--- src/rtl/spu_decode.sv ---
// SPU decode stage: buffers RI16 instruction words in a small FIFO and issues
// registered, decoded micro-ops to the execute pipes over a valid/ready handshake.

package defines_pkg;
  localparam int NUM_PIPES = 2;

  typedef enum logic [10:0] {
    IMMEDIATE_LOAD_HALFWORD       = 11'b00010000011,
    IMMEDIATE_LOAD_HALFWORD_UPPER = 11'b00010000010
  } Opcodes;
endpackage

module spu_decode #(
  parameter int FIFO_DEPTH = 2,
  parameter int NUM_PIPES  = defines_pkg::NUM_PIPES
) (
  input  logic                         clk,
  input  logic                         rst_n,
  input  logic                         in_valid,
  output logic                         in_ready,
  input  logic [31:0]                  in_inst,
  input  logic [31:0]                  in_pc,
  input  logic                         flush,
  output logic                         dec_valid,
  input  logic                         dec_ready,
  output logic [10:0]                  dec_opcode,
  output logic [6:0]                   dec_rt,
  output logic [31:0]                  dec_imm,
  output logic [$clog2(NUM_PIPES)-1:0] dec_pipe,
  output logic                         dec_illegal,
  output logic [31:0]                  dec_pc
);
  import defines_pkg::*;

  localparam int AW = $clog2(FIFO_DEPTH);
  localparam int CW = AW + 1;
  localparam int PW = $clog2(NUM_PIPES);

  logic [31:0]   inst_mem [FIFO_DEPTH];
  logic [31:0]   pc_mem   [FIFO_DEPTH];
  logic [AW-1:0] rd_ptr, wr_ptr;
  logic [CW-1:0] count;

  logic          accept, load, pop, bypass, push, src_valid;
  logic [31:0]   src_inst, src_pc;
  logic [10:0]   nxt_opcode;
  logic [15:0]   i16;
  logic [31:0]   nxt_imm;
  logic          nxt_illegal;
  logic [PW-1:0] nxt_pipe;

  assign in_ready = (count != CW'(FIFO_DEPTH));

  always_comb begin
    accept    = in_valid && in_ready;
    load      = !dec_valid || dec_ready;
    pop       = load && (count != '0);
    // Bypass only when nothing is buffered, so program order is never violated.
    bypass    = load && (count == '0) && accept;
    push      = accept && !bypass;
    src_valid = pop || bypass;
    src_inst  = pop ? inst_mem[rd_ptr] : in_inst;
    src_pc    = pop ? pc_mem[rd_ptr]   : in_pc;

    nxt_opcode  = {2'b00, src_inst[31:23]};
    i16         = src_inst[22:7];
    nxt_imm     = '0;
    nxt_illegal = 1'b1;
    nxt_pipe    = '0;
    case (nxt_opcode)
      IMMEDIATE_LOAD_HALFWORD: begin
        nxt_imm     = {i16, i16};
        nxt_illegal = 1'b0;
      end
      IMMEDIATE_LOAD_HALFWORD_UPPER: begin
        nxt_imm     = {i16, 16'h0000};
        nxt_illegal = 1'b0;
      end
      default: ;
    endcase
  end

  always_ff @(posedge clk) begin
    if (push && !flush) begin
      inst_mem[wr_ptr] <= in_inst;
      pc_mem[wr_ptr]   <= in_pc;
    end
  end

  always_ff @(posedge clk or negedge rst_n) begin
    if (!rst_n) begin
      count       <= '0;
      rd_ptr      <= '0;
      wr_ptr      <= '0;
      dec_valid   <= 1'b0;
      dec_opcode  <= '0;
      dec_rt      <= '0;
      dec_imm     <= '0;
      dec_pipe    <= '0;
      dec_illegal <= 1'b0;
      dec_pc      <= '0;
    end else if (flush) begin
      count     <= '0;
      rd_ptr    <= '0;
      wr_ptr    <= '0;
      dec_valid <= 1'b0;
    end else begin
      if (push) wr_ptr <= wr_ptr + AW'(1);
      if (pop)  rd_ptr <= rd_ptr + AW'(1);
      count <= count + CW'(push) - CW'(pop);
      if (load) begin
        dec_valid   <= src_valid;
        dec_opcode  <= src_valid ? nxt_opcode     : '0;
        dec_rt      <= src_valid ? src_inst[6:0]  : '0;
        dec_imm     <= src_valid ? nxt_imm        : '0;
        dec_pipe    <= src_valid ? nxt_pipe       : '0;
        dec_illegal <= src_valid ? nxt_illegal    : 1'b0;
        dec_pc      <= src_valid ? src_pc         : '0;
      end
    end
  end

endmodule
--- config.mk ---
export PLATFORM = sky130hd
export DESIGN_NAME = spu_decode
export DESIGN_NICKNAME = d
export VERILOG_FILES = /design/src/rtl/spu_decode.sv
export SDC_FILE = /design/constraint.sdc
export NUM_CORES = 1
export LEC_CHECK = 0
export CAP_MARGIN = 0
export CELL_PAD_IN_SITES_DETAIL_PLACEMENT = 0
export CELL_PAD_IN_SITES_GLOBAL_PLACEMENT = 1
export CORE_MARGIN = 2
export CORE_UTILIZATION = 46
export CTS_CLUSTER_SIZE = 8
export DETAILED_ROUTE_END_ITERATION = 8
export PLACE_DENSITY_LB_ADDON = 0.2
export RECOVER_POWER = 50
export SYNTH_ARGS = -nofsm -noshare
export SYNTH_HDL_FRONTEND = slang
export SYNTH_SLANG_ARGS = --single-unit
--- constraint.sdc ---
create_clock -name clk -period 15.5 [get_ports clk]
set_input_delay 2.325 -clock clk [delete_from_list [all_inputs] [get_ports clk]]
set_output_delay 2.325 -clock clk [all_outputs]
set_load 0.03 [all_outputs]
---- Word level (Yosys, flattened, before mapping) ----
Memories as Yosys holds them, arrays and structs flattened.
Cells that the tools add are included.
cells by class
  add/subtract/negate cells ............... 4
  eq/ne operators ......................... 3
  muxes and demuxes ....................... 18
  bitwise gates (word level) .............. 1
  reductions and logical operators ........ 18
operators by type and width
  kind                                                                   count
  32-bit two-way mux                                                     4
  32-bit one-hot mux with 2 select lines                                 1
  9-bit by 8-bit equality test with 1-bit output, second input constant  2
  1-bit two-way mux                                                      10
  9-bit two-way mux                                                      1
  2-bit nonzero test                                                     4
  7-bit two-way mux                                                      1
  1-bit logical AND                                                      6
  1-bit zero test                                                        3
  1-bit adder, second input constant                                     2
  2-bit by 1-bit adder with 2-bit output                                 1
  2-bit zero test                                                        1
  1-bit logical OR                                                       2
  2-bit two-way mux                                                      1
  2-bit != test, second input constant                                   1
  2-bit AND reduction                                                    1
  2-bit OR reduction                                                     1
  2-bit by 1-bit subtractor with 2-bit output                            1
  1-bit inverter                                                         1
storage, ports and cells
  flip-flop bits (word level) ............. 88
  RAM bits ................................ 128
  input port bits ......................... 69
  output and inout port bits .............. 86
  logic and storage cells ................. 55
  memories ................................ 2
memory list
  memory    words  width  read ports  clocked after Yosys merged registers in  write ports  RTL line  RTL
  inst_mem  2      32     1           0                                        1            39        logic [31:0] inst_mem [FIFO_DEPTH];
  pc_mem    2      32     1           0                                        1            40        logic [31:0] pc_mem [FIFO_DEPTH];

---- Depth between registers and ports, before layout ----
  word-level depth ........................ 9
  depth in mapped cells ................... 11
  depth with buffers taken out ............ 9

---- Worst setup path before layout ----
No wires, ideal clock.
  path kind ............................... input -> register
  start point ............................. in dec_ready
  end point ............................... mem inst_mem[1][0], enable pin
  setup time .............................. 578 ps
  arrival ................................. 7417 ps
  required time ........................... 14922 ps
  path slack .............................. 7505 ps
  stages .................................. 3
  path buffers ............................ 0
  path through ............................ nor3b_1 o21ai_0 nor3b_1
between the ends
  longest elaborated chain between the ends .. 8
ends and longest elaborated chain
  what                                     RTL line  RTL
  from (decl)                              25        input logic dec_ready,
  1-bit logical OR                         56        load = !dec_valid || dec_ready;
  1-bit logical AND (2 in series)          59        bypass = load && (count == '0) && accept;
  1-bit zero test                          60        push = accept && !bypass;
  1-bit logical AND                        60
  1-bit logical AND                        84        if (push && !flush) begin
  1-bit two-way mux                        84
  1-bit two-way mux (implied by the code)  85        inst_mem[wr_ptr] <= in_inst;
  to (decl)                                39
No other way between the ends.

==> run_results.csv <==
group,metric,value,unit
status,status,"finished with violations",
status,failed_checks,"capacitance limit, slew limit",
clocking,clock-root-buffer,"clkbuf_16",
layout,layout_common_cells,"128 x edfxtp_1, 104 x dlygate4sd3_1, 85 x dfrtp_1, 82 x a21oi_1, 79 x nand2_1",
setup_path,startpoint_type,"primary input",
route,drt-total-wl,22000,µm
timing,setup-tns-final,0,ns
clocking,numCtsBuffers,30,
route,drtAntennaViolNets,0,
synth,synth_edf_count,128,
die,num_io_pins,155,
route,drc,0,
clocking,cts_setup_buffers,0,
place,dpl_cell_area,10600,µm²
clocking,holdBufCountCts,0,
power,power_density,164,nW/µm²
clocking,clkSinkCount,214,
global_route,antenna_found_initial,4,
clocking,ctsResizeCount,0,
layout,layout_commonest_cell,"edfxtp_1",
layout,area_delta_synth_final,29.0,%
die,die_w,143,µm
synth,syn_area_per_cell,12.8,µm²
timing,fin_crit_sh,41.0,%
synth,yosys_warnings,0,
setup_path,endpoint_kind,"async pin",
route,dr.pass1.iters,5,
layout,nets,909,
clocking,clockBufferDepth,3,
synth,syn_area,8920,µm²
power,leakage,4.14,nW
global_route,grt_pass1_wl,35000,µm
route,drt_iter0_drc,355,
clocking,cts_tree,"built",
setup_path,slowest_delay,2.12,ns
timing,fmax,0.157,GHz
clocking,htree_levels,1,
global_route,grt_max_degree,114,
clocking,clock_latency,0.52,ns
layout,multi_input_area,2680,µm²
timing,layout_min_cycle_time,6.36,ns
layout,drive_above_1_share,8.00,%
setup_path,critical_path.max_fanout,51,
place,port-buffer-count,151,
timing,hold_viol,0,
setup_path,path_depth,2,
global_route,grt_pass1_vias,6582,
layout,n_fill_cell,1488,
die,coreArea,18900,µm²
setup_path,worstRegToRegCells,5,
die,die_height,143,µm
layout,regArea,6000,µm²
setup_path,cp_top_family,"buffers and inverters",
clocking,path_clk_slew,0.05,ns
synth,synth-seq-area-share,67.2,%
hold_path,min_path_type,"flip-flop to flip-flop",
setup_path,crit_buf_inv,2,
setup_path,worstPathArrival,5.97,ns
setup_path,crit_chain,"clkbuf_1, clkbuf_1",
synth,ys_types,39,
synth,ys_ff_latch,214,
route,vias_per_cell,5.63,
place,gp_congestion,0.774,
route,detail_route.wl_per_cell,19.6,µm
hold_path,hold_depth,2,
setup_path,required,15.11,ns
timing,finalMaxSlewViolations,89,
timing,fin_skew,0.00828,ns
layout,final_util,60.9,%
die,initial_core_util,47.2,%
setup_path,worst-setup-path-type,"primary input to async pin",
die,die-area,20500,µm²
timing,hold_ws,0.470,ns
synth,synth_cells,696,
timing,setup_viol,0,
route,num_vias,6345,
synth,async_flop_share,40.2,%
timing,relSlewSlack,-89.5,%
timing,worst_pin_slew,2.84,ns
die,rows,50,
global_route,grt.overflow.total,0,
layout,final_area,11500,µm²
timing,rsz0062_at_grt,"false",
global_route,grt_usage,21.7,%
setup_path,crit_top_cell,"clkbuf_1",
power,vdd_drop_max,108,µV
synth,synthFlopType,"edfxtp_1",
run,maxCapViolCount,2,
setup_path,cp_slowest_cell,"clkbuf_1",
place,post-dp-hpwl,13700,µm
-- synth_stat cells (2+ instances only) --
master | count | area, µm²
a21oi_1 | 82 | 410
a22o_1 | 2 | 17.5
a22oi_1 | 20 | 150
a22oi_2 | 12 | 150
buf_1 | 3 | 11.3
buf_2 | 20 | 100
buf_4 | 6 | 45.0
buf_6 | 2 | 22.5
clkbuf_1 | 25 | 93.8
dfrtp_1 | 86 | 2150
edfxtp_1 | 128 | 3840
ha_1 | 2 | 25.0
inv_1 | 3 | 11.3
mux2i_1 | 64 | 641
nand2_1 | 80 | 300
nand2b_1 | 3 | 18.8
nand3_1 | 16 | 80.1
nor2_1 | 5 | 18.8
nor2b_1 | 2 | 12.5
nor3_1 | 49 | 245
nor3b_1 | 2 | 15.0
nor4_1 | 2 | 12.5
o211ai_1 | 17 | 128
o21ai_0 | 48 | 240
xnor2_1 | 2 | 17.5
xor2_1 | 2 | 17.5
-- per-stage QoR --
step           cells  total power [mW]  setup slack (ns)
4_1_cts         1122              1.93              9.91
3_5_place_dp    1066              1.32              9.35
6_report        1126              1.89              9.14
5_1_grt         1124              1.98              8.10
2_1_floorplan    698              1.11              7.50
3_3_place_gp    1066              1.31              9.43
-- report_power, final --
part / total (mW) / internal, mW / switching, mW
Sequential: 0.732 / 0.683 / 0.0491
Combinational: 0.553 / 0.203 / 0.350
Clock: 0.603 / 0.375 / 0.228
Total: 1.89 / 1.26 / 0.627
-- worst paths after layout --
path	startpoint	endpoint	slack [ns]
setup / recovery	rst_n	rd_ptr	9.14
hold / removal	dec_pc[20]	dec_pc[20]	0.47
setup reg to reg	dec_valid	dec_illegal	11.35
hold reg to reg	dec_pc[20]	dec_pc[20]	0.47
max in group clk	dec_ready	dec_illegal	9.45
min in group asynchronous	rst_n	dec_pc[25]	2.42
-- sequential cells by signal, indices dropped and copies added, names as in the netlist --
| signal | count |
|---|---|
| pc_mem | 64 |
| dec_illegal | 1 |
| dec_rt | 7 |
| dec_valid | 1 |
| wr_ptr | 1 |
| dec_imm | 32 |
| dec_opcode | 9 |
| dec_pc | 32 |
| count | 2 |
| inst_mem | 64 |
| rd_ptr | 1 |
-- layout make-up --
class	instances	share of cell area, %
clock buffer	56	7.64
tap	260	2.83
antenna	4	0.0870
multi-input combinational	425	23.3
timing repair buffer	164	13.9
inverter	3	0.0979
sequential	214	52.1
-- cell families after synthesis --
| group | after synthesis | synth area share, % |
|---|---|---|
| fa+ha+maj | 2 | 0.280 |
| compound gates | 185 | 13.0 |
| mux | 64 | 7.18 |
| simple gates | 167 | 8.73 |
| other cells | 1 | 0.0420 |
| xor+xnor | 4 | 0.393 |
| flops | 214 | 67.2 |
| buf+inv | 59 | 3.18 |
-- layer usage --
| layer | global-route usage [%] | part of all wire [%] | vias up | routed length [µm] |
|---|---|---|---|---|
| met5 | 0 | 0 | - | 0 |
| met3 | 5.03 | 7.4 | 35 | 1630 |
| li1 | - | - | 2884 | - |
| met4 | 6.91 | 2.0 | 0 | 441 |
| met1 | 28.5 | 43 | 3178 | 9480 |
| met2 | 36.1 | 48 | 248 | 10500 |
No activity file was read; power rests on OpenSTA's default activity.
